--- config.mk ---
export PLATFORM = sky130hd
export DESIGN_NAME = spi
export DESIGN_NICKNAME = d
export VERILOG_FILES = /design/src/rtl/spi_pkg.sv /design/src/rtl/spi_slave.sv /design/src/rtl/spi.sv
export SDC_FILE = /design/constraint.sdc
export NUM_CORES = 1
export LEC_CHECK = 0
export ABC_AREA = 1
export CORE_MARGIN = 3
export CORE_UTILIZATION = 52
export CTS_BUF_LIST = sky130_fd_sc_hd__clkbuf_4
export CTS_CLUSTER_SIZE = 30
export DETAILED_ROUTE_END_ITERATION = 8
export PLACE_DENSITY = 0.89
export SYNTH_ARGS = -nofsm -noshare
export SYNTH_HDL_FRONTEND = slang
export SYNTH_SLANG_ARGS = --single-unit
--- constraint.sdc ---
create_clock -name clk -period 3.7 [get_ports clk]
set_clock_uncertainty 0.1 [all_clocks]
set_input_delay 0.555 -clock clk [delete_from_list [all_inputs] [get_ports clk]]
set_output_delay 0.555 -clock clk [all_outputs]
set_load 0.01 [all_outputs]
--- src/rtl/spi_pkg.sv ---
// Shared parameters, FSM state encoding and select-validity helper for the
// single-master, four-slave SPI exchange model.
package spi_pkg;

    localparam int DATA_W   = 8;
    localparam int N_SLAVES = 4;
    localparam int CNT_W    = $clog2(DATA_W + 1);

    typedef enum logic [1:0] {
        IDLE  = 2'd0,
        LOAD  = 2'd1,
        SHIFT = 2'd2
    } spi_state_e;

    // A select is usable only when exactly one slave is addressed.
    function automatic logic is_onehot(input logic [N_SLAVES-1:0] v);
        return (v != '0) && ((v & (v - 1'b1)) == '0);
    endfunction

endpackage

--- src/rtl/spi_slave.sv ---
// One slave shift register: parallel load, MSB-first shift from mosi, and a
// gated serial output so only the addressed slave drives the return line.
module spi_slave
    import spi_pkg::*;
(
    input  logic              clk,
    input  logic              rst_n,
    input  logic              load_i,
    input  logic              shift_i,
    input  logic              sel_i,
    input  logic [DATA_W-1:0] data_i,
    input  logic              mosi_i,
    output logic [DATA_W-1:0] q_o,
    output logic              miso_o
);

    logic [DATA_W-1:0] q_q, q_d;

    always_comb begin
        q_d = q_q;
        if (load_i)
            q_d = data_i;
        else if (shift_i)
            q_d = {q_q[DATA_W-2:0], mosi_i};
    end

    always_ff @(posedge clk or negedge rst_n) begin
        if (!rst_n)
            q_q <= '0;
        else
            q_q <= q_d;
    end

    assign q_o    = q_q;
    assign miso_o = sel_i & q_q[DATA_W-1];

endmodule

--- src/rtl/spi.sv ---
// Master shift register plus transaction FSM; exchanges one byte with the
// slave addressed by a one-hot select (1 load cycle + 8 shift cycles).
module spi
    import spi_pkg::*;
(
    input  logic                clk,
    input  logic [N_SLAVES:1]   select,
    input  logic [DATA_W-1:0]   dataInMaster,
    input  logic [DATA_W-1:0]   dataInSlave1,
    input  logic [DATA_W-1:0]   dataInSlave2,
    input  logic [DATA_W-1:0]   dataInSlave3,
    input  logic [DATA_W-1:0]   dataInSlave4,
    output logic [N_SLAVES:1]   miso,
    output logic                mosi,
    output logic                MISO,
    output logic [DATA_W-1:0]   outMaster,
    output logic [DATA_W-1:0]   outSlave1,
    output logic [DATA_W-1:0]   outSlave2,
    output logic [DATA_W-1:0]   outSlave3,
    output logic [DATA_W-1:0]   outSlave4,
    input  logic                rst_n
);

    spi_state_e           state_q, state_d;
    logic [CNT_W-1:0]     cnt_q, cnt_d;
    logic [N_SLAVES:1]    sel_q, sel_d;
    logic [DATA_W-1:0]    master_q, master_d;
    logic                 load, shift_en, sel_ok;

    logic [DATA_W-1:0]    slv_din [N_SLAVES:1];
    logic [DATA_W-1:0]    slv_q   [N_SLAVES:1];

    assign sel_ok = is_onehot(select);

    always_comb begin
        state_d  = state_q;
        cnt_d    = cnt_q;
        sel_d    = sel_q;
        master_d = master_q;
        load     = 1'b0;
        shift_en = 1'b0;
        unique case (state_q)
            IDLE: begin
                // Re-serving the slave just served needs select to move first.
                if (sel_ok && (select != sel_q))
                    state_d = LOAD;
            end
            LOAD: begin
                load     = 1'b1;
                master_d = dataInMaster;
                sel_d    = select;
                cnt_d    = '0;
                state_d  = SHIFT;
            end
            SHIFT: begin
                if (!sel_ok)
                    state_d = IDLE;
                else if (select != sel_q)
                    state_d = LOAD;
                else begin
                    shift_en = 1'b1;
                    master_d = {master_q[DATA_W-2:0], MISO};
                    cnt_d    = cnt_q + 1'b1;
                    if (cnt_q == CNT_W'(DATA_W - 1))
                        state_d = IDLE;
                end
            end
            default: state_d = IDLE;
        endcase
    end

    always_ff @(posedge clk or negedge rst_n) begin
        if (!rst_n) begin
            state_q  <= IDLE;
            cnt_q    <= '0;
            sel_q    <= '0;
            master_q <= '0;
        end else begin
            state_q  <= state_d;
            cnt_q    <= cnt_d;
            sel_q    <= sel_d;
            master_q <= master_d;
        end
    end

    assign slv_din[1] = dataInSlave1;
    assign slv_din[2] = dataInSlave2;
    assign slv_din[3] = dataInSlave3;
    assign slv_din[4] = dataInSlave4;

    // miso is gated to SHIFT so the return line stays quiet in IDLE and LOAD.
    for (genvar i = 1; i <= N_SLAVES; i++) begin : g_slave
        spi_slave u_slave (
            .clk     (clk),
            .rst_n   (rst_n),
            .load_i  (load),
            .shift_i (shift_en & sel_q[i]),
            .sel_i   (sel_q[i] & (state_q == SHIFT)),
            .data_i  (slv_din[i]),
            .mosi_i  (mosi),
            .q_o     (slv_q[i]),
            .miso_o  (miso[i])
        );
    end

    assign mosi      = master_q[DATA_W-1];
    assign MISO      = |miso;
    assign outMaster = master_q;
    assign outSlave1 = slv_q[1];
    assign outSlave2 = slv_q[2];
    assign outSlave3 = slv_q[3];
    assign outSlave4 = slv_q[4];

endmodule

==> results_dict.tcl, run 1 <==
set metrics [dict create \
    status "finished clean" \
    finalSetupViolCount 0 \
    synth.distinct_cells 23 \
    area_growth_pct 33.7 \
    final_cell_mix "nand2_1 (203), clkdlybuf4s50_1 (90), nand3_1 (52)" \
    synth_area_per_cell_um2 7.04 \
    netlist_area_um2 2850 \
    synthCells 405 \
    start_util_pct 54.8 \
    cts_setup_buffers 0 \
    cp-end-kind "primary output" \
    min_path_type "input pin to asynchronous set/reset pin" \
    ys_top_cells_by_area "dfrtp_1 (44%), nand2_1 (27%), nand3_1 (9.1%), nand4_1 (7.0%), buf_2 (2.5%)" \
    post-route-period-util_pct 76.6 \
    clock_latency_ns 0.38 \
    grt-ovfl-total 0 \
    grt_pass1_vias 2794 \
    synth_warnings 0 \
    maxSlewViolCount 0 \
    period_needed_ns 2.83 \
    p_seq_share_pct 37.1 \
    wl_um 8180 \
    slew_headroom_pct 39.8 \
    fin_setup_tns_ns 0 \
    grt_pass1_wl_um 13200 \
    grt_max_degree 50 \
    synth.top_cell.area_share_pct 43.9 \
    sw_frac_of_total_pct 41.5 \
    viasPerCell 5.39 \
    met2_usage_pct 41.1 \
    grt_usage_pct 26.2 \
    p_per_area_nw_per_um2 703 \
    hpwl_um 5780 \
    hold_viol 0 \
    grt.busiest_layer "met2" \
    clk_pin_slew_ns 0.15 \
    dieArea_um2 6410 \
    cts_buffer_depth 2 \
    fin_cells 553 \
    crit_required_ns 3.04 \
    die_h_um 80.0 \
    final_util_pct 73.2 \
    core.rowCount 26 \
    synth_seq_cells 50 \
    syn_nets 452 \
    pin_count 92 \
    yosysTopAreaCell "dfrtp_1" \
    drt-initial-drc-count 252 \
    cap_violations 0 \
    post-route-drc-count 0 \
    leakagePower_nw 1.97 \
    die_w_um 80.0 \
    grt_setup_unrepaired "false" \
    drt-wirelength-per-cell_um 14.8 \
    vias 2978 \
    post-place-cells 545 \
    clkPwrFrac_pct 11.8 \
    core-area_um2 5200 \
    io_buffers 91 \
    drive_gt1_share_pct 4.97 \
    fmax_ghz 0.353 \
    globalplace.congestion 0.854 \
    max-vdd-ir-drop_mv 0.369 \
    cts.hold.buffers_added 0 \
    nets 529 \
    met1_usage_pct 36.0 \
    cts_root_buffer "clkbuf_4" \
    dr.pass1.iters 4 \
    mostFrequentLayoutCell "nand2_1" \
    cp-start-kind "flip-flop" \
    antenna_found_initial 0 \
    path_class "flip-flop to primary output" \
    worstPathArrival_ns 2.18 \
    cts_buffers 5 \
    comb_power_share_pct 51.0 \
    worstPathMaxFanout 15 \
    p_int_w 0.00157 \
    synth_seq_area_share_pct 43.9 \
    num_antenna_cells 0 \
    cts_sinks 50 \
    ant_nets 0 \
    switching_power_w 0.00111 \
    worstMarginPinSlew_ns 0.903 \
    cts_resized 0 \
    cts_max_level 2 \
    cts_tree "yes" \
    use_met3_pct 5.76 \
]
-- worst paths after layout --
path,startpoint,to,slack (ns),cells after the start
worst max-delay path,state_q[0]$_DFFE_PN0P_,MISO,0.87,6
max in group asynchronous,rst_n,state_q[0]$_DFFE_PN0P_,2.68,2
min in group clk,state_q[0]$_DFFE_PN0P_,state_q[0]$_DFFE_PN0P_,0.35,1
worst max register to register,state_q[0]$_DFFE_PN0P_,g_slave[4].u_slave.q_o[0]$_DFFE_PN0P_,1.44,7
worst min-delay path,rst_n,g_slave[1].u_slave.q_o[4]$_DFFE_PN0P_,0.18,1
worst min register to register,state_q[0]$_DFFE_PN0P_,state_q[0]$_DFFE_PN0P_,0.35,1
-- worst max-delay path, cell delays in order (launching register included) --
cell,delay [ns]
dfrtp_1,0.41
inv_1,0.07
nand2_1,0.32
nor2_1,0.30
nor2_1,0.09
nand2_1,0.08
clkdlybuf4s50_1,0.54
-- per-layer routing --
metal | up-vias | routed length, µm
met5 | - | 0
met4 | 0 | 119
met3 | 13 | 437
met2 | 100 | 4130
met1 | 1403 | 3490
li1 | 1462 | -
-- layout make-up --
type,count,area [µm²]
multi-input combinational,316,1400
fill,425,1400
sequential,50,1250
timing repair buffer,96,943
tap,70,87.6
inverter,13,48.8
clock inverter,3,40.0
clock buffer,5,37.5
-- cells in the mapped netlist (all sizes together) --
master and count:
dfrtp 50, nor3b 1, xnor2 1, nand4 32
xor2 1, o21a 4, or2 1, inv 12
nand3 52, clkbuf 3, nor3 1, nand2 207
ha 1, buf 23, o21ai 3, nor2 12
clkinv 1
-- flip-flops by register name, indices dropped and copies added (netlist names) --
signal	flops
g_slave.u_slave.q_o	32
outMaster	8
cnt_q	4
sel_q	4
state_q	2
-- power groups by stage --
stage | clock network (W) | registers, W | logic, W
after global routing | 0.000344 | 0.00102 | 0.00150
after CTS | 0.000319 | 0.000990 | 0.00137
after detailed placement | 0 | 0.000997 | 0.00137
after floorplan | 0 | 0.00105 | 0.000639
final | 0.000317 | 0.000994 | 0.00137
after global placement | 0 | 0.000993 | 0.00132
-- stage by stage --
| stage | total power [W] | cell area, µm² | setup WS (ns) | hold WS [ns] |
|---|---|---|---|---|
| floorplan | 0.00169 | 2850 | 2.02 | 0.159 |
| global route | 0.00287 | 3810 | 0.727 | 0.230 |
| finish | 0.00268 | 3810 | 0.867 | 0.177 |
| CTS | 0.00268 | 3810 | 0.868 | 0.195 |
| detailed placement | 0.00236 | 3730 | 1.29 | 0.337 |
| global placement | 0.00232 | 3730 | 1.30 | 0.338 |
-- logic make-up after synthesis --
family / after synthesis / synth area share [%]
xor+xnor: 2 / 0.615
fa+ha+maj: 1 / 0.439
buf+inv: 39 / 6.94
compound gates: 7 / 1.58
simple gates: 306 / 46.5
flops: 50 / 43.9
Note: power is estimated with default switching activity, not from simulation.
==> run 2: changes to the inputs <==
--- a/config.mk
+++ b/config.mk
@@ -7,11 +7,11 @@
 export LEC_CHECK = 0
 export ABC_AREA = 1
 export CORE_MARGIN = 3
-export CORE_UTILIZATION = 52
+export CORE_UTILIZATION = 48
 export CTS_BUF_LIST = sky130_fd_sc_hd__clkbuf_4
 export CTS_CLUSTER_SIZE = 30
 export DETAILED_ROUTE_END_ITERATION = 8
-export PLACE_DENSITY = 0.89
+export PLACE_DENSITY = 0.83
 export SYNTH_ARGS = -nofsm -noshare
 export SYNTH_HDL_FRONTEND = slang
 export SYNTH_SLANG_ARGS = --single-unit
==> constraint.sdc (replaced) <==
create_clock -name clk -period 2.73 [get_ports clk]
set_clock_uncertainty 0.1 [all_clocks]
set_input_delay 0.4095 -clock clk [delete_from_list [all_inputs] [get_ports clk]]
set_output_delay 0.4095 -clock clk [all_outputs]
set_load 0.01 [all_outputs]
==> run 2 against run 1 <==
Die area increased by 7.7%. Largest cell class unchanged. Total power up 32%. Worst setup slack lost 0.44 ns. Worst hold slack better by 0.18 ns. Flip-flop and latch count unchanged. Combinational power is 35% higher.
==> results_dict.tcl, run 2 (synthesis gave the netlist of run 1 again) <==
set metrics [dict create \
    status "finished clean" \
    nets 532 \
    wl_um 7980 \
    switching_power_w 0.00148 \
    cts_sinks 50 \
    core-area_um2 5640 \
    cp-end-kind "primary output" \
    p_seq_share_pct 38.0 \
    drt-wirelength-per-cell_um 14.3 \
    cp-start-kind "flip-flop" \
    core.rowCount 27 \
    leakagePower_nw 1.97 \
    cts_buffer_depth 2 \
    cts_buffers 5 \
    clk_pin_slew_ns 0.14 \
    io_buffers 91 \
    crit_required_ns 2.22 \
    final_cell_mix "nand2_1 (203), clkdlybuf4s50_1 (90), nand3_1 (52)" \
    fin_total_pwr_w 0.00353 \
    stdcell_area_um2 3810 \
    viasPerCell 5.36 \
    min_path_type "input pin to asynchronous set/reset pin" \
    cts_tree "yes" \
    cts_root_buffer "clkbuf_4" \
    post-route-period-util_pct 84.3 \
    grt_max_degree 43 \
    ant_nets 0 \
    worstPathArrival_ns 1.79 \
    num_antenna_cells 0 \
    period_needed_ns 2.30 \
    vias 2989 \
    clkPwrFrac_pct 9.6 \
    grt_usage_pct 23.2 \
    p_per_area_nw_per_um2 925 \
    mostFrequentLayoutCell "nand2_1" \
    crit_buf_inv 2 \
    drt-initial-drc-count 186 \
    dieArea_um2 6900 \
    slowest_delay_ns 0.54 \
    grt_pass1_vias 2819 \
    finalSetupViolCount 0 \
    cts.hold.buffers_added 1 \
    slew_headroom_pct 65.4 \
    maxSlewViolCount 0 \
    comb_power_share_pct 52.4 \
    fmax_ghz 0.434 \
    pin_count 92 \
    cap_violations 0 \
    post-route-drc-count 0 \
    globalplace.congestion 0.845 \
    clock_latency_ns 0.37 \
    cts_max_level 2 \
    path_class "flip-flop to primary output" \
    start_util_pct 50.5 \
    worstMarginPinSlew_ns 0.518 \
    crit_path_cell_trace "inv_1 -> nand2_1 -> nor2_1 -> nor2_1 -> nand2_1 -> clkdlybuf4s50_1" \
    n_fill_cell 485 \
    cts_setup_buffers 0 \
    max-vdd-ir-drop_mv 0.526 \
    fin_setup_tns_ns 0 \
    dr.pass1.iters 4 \
    antenna_found_initial 0 \
    final_util_pct 67.6 \
    holdWs_ns 0.353 \
    largest_register_ffs 32 \
    worstPathMaxFanout 5 \
    grt-ovfl-total 0 \
    dpl-instance-area_um2 3750 \
    p_int_w 0.00205 \
    grt_setup_unrepaired "false" \
    sw_frac_of_total_pct 41.9 \
    hpwl_um 5730 \
    drive_gt1_share_pct 5.14 \
    area_growth_pct 33.8 \
    cts_resized 0 \
    hold_viol 0 \
    die_h_um 83.1 \
    crit_family "buffers and inverters" \
    die_w_um 83.1 \
    cp_slowest_cell "clkdlybuf4s50_1" \
    grt_pass1_wl_um 13300 \
]
run 2: cell types whose count changed in the layout (fill, tap and decap cells not counted):
cell,previous run,this run
clkinv_2,2,1
dlygate4sd3_1,0,1
clkbuf_4,5,6
bufinv_16,1,0
buf_4,5,7
clkinv_1,1,2
run 2: per-stage QoR:
stage / worst slack (ns) / std cells
after floorplan: 1.20 / 405
after global placement: 0.556 / 549
after detailed placement: 0.455 / 549
after CTS: 0.396 / 558
after global routing: 0.253 / 558
final: 0.428 / 558
run 2: per-layer routing:
layer  vias to the layer above  GRT usage [%]  part of all wire [%]
li1                       1476              -                     -
met1                      1402           31.6                    44
met2                        97           37.5                    49
met3                        14           3.97                   4.9
met4                         0           7.73                   1.7
met5                         -              0                     0
run 2: final timing paths:
check                                       start  slack [ns]  depth (start not counted)                                    end
min                                         rst_n        0.35                          2               outMaster[1]$_DFFE_PN0P_
max reg2reg                state_q[0]$_DFFE_PN0P_        0.90                          9  g_slave[4].u_slave.q_o[0]$_DFFE_PN0P_
max in group asynchronous                   rst_n        1.60                          3  g_slave[1].u_slave.q_o[4]$_DFFE_PN0P_
min in group clk           state_q[0]$_DFFE_PN0P_        0.35                          1                 state_q[0]$_DFFE_PN0P_
min reg2reg                state_q[0]$_DFFE_PN0P_        0.35                          1                 state_q[0]$_DFFE_PN0P_
max                        state_q[0]$_DFFE_PN0P_        0.43                          6                                   MISO
run 2: layout make-up:
class | count | area [µm²] | area share (%)
Sequential cell | 50 | 1250 | 32.8
Tap cell | 72 | 90.1 | 2.36
Clock buffer | 6 | 45.0 | 1.18
Inverter | 13 | 48.8 | 1.28
Multi-Input combinational cell | 316 | 1400 | 36.7
Timing Repair Buffer | 99 | 968 | 25.4
Clock inverter | 2 | 8.76 | 0.230
run 2: power by group through the flow:
stage          Sequential (W)  Clock (W)  Combinational, W
4_1_cts               0.00134   0.000340           0.00186
3_3_place_gp          0.00135          0           0.00181
5_1_grt               0.00139   0.000378           0.00203
6_report              0.00134   0.000338           0.00185
3_5_place_dp          0.00135          0           0.00185
2_1_floorplan         0.00142          0          0.000867
run 2: worst register-to-register path: stages (launching register included):
cell     delay, ns
dfrtp_1       0.41
inv_1         0.07
nand2_1       0.10
buf_4         0.21
inv_2         0.15
nand3_1       0.10
nand2_1       0.07
buf_4         0.32
nand4_1       0.16
nand2_1       0.09
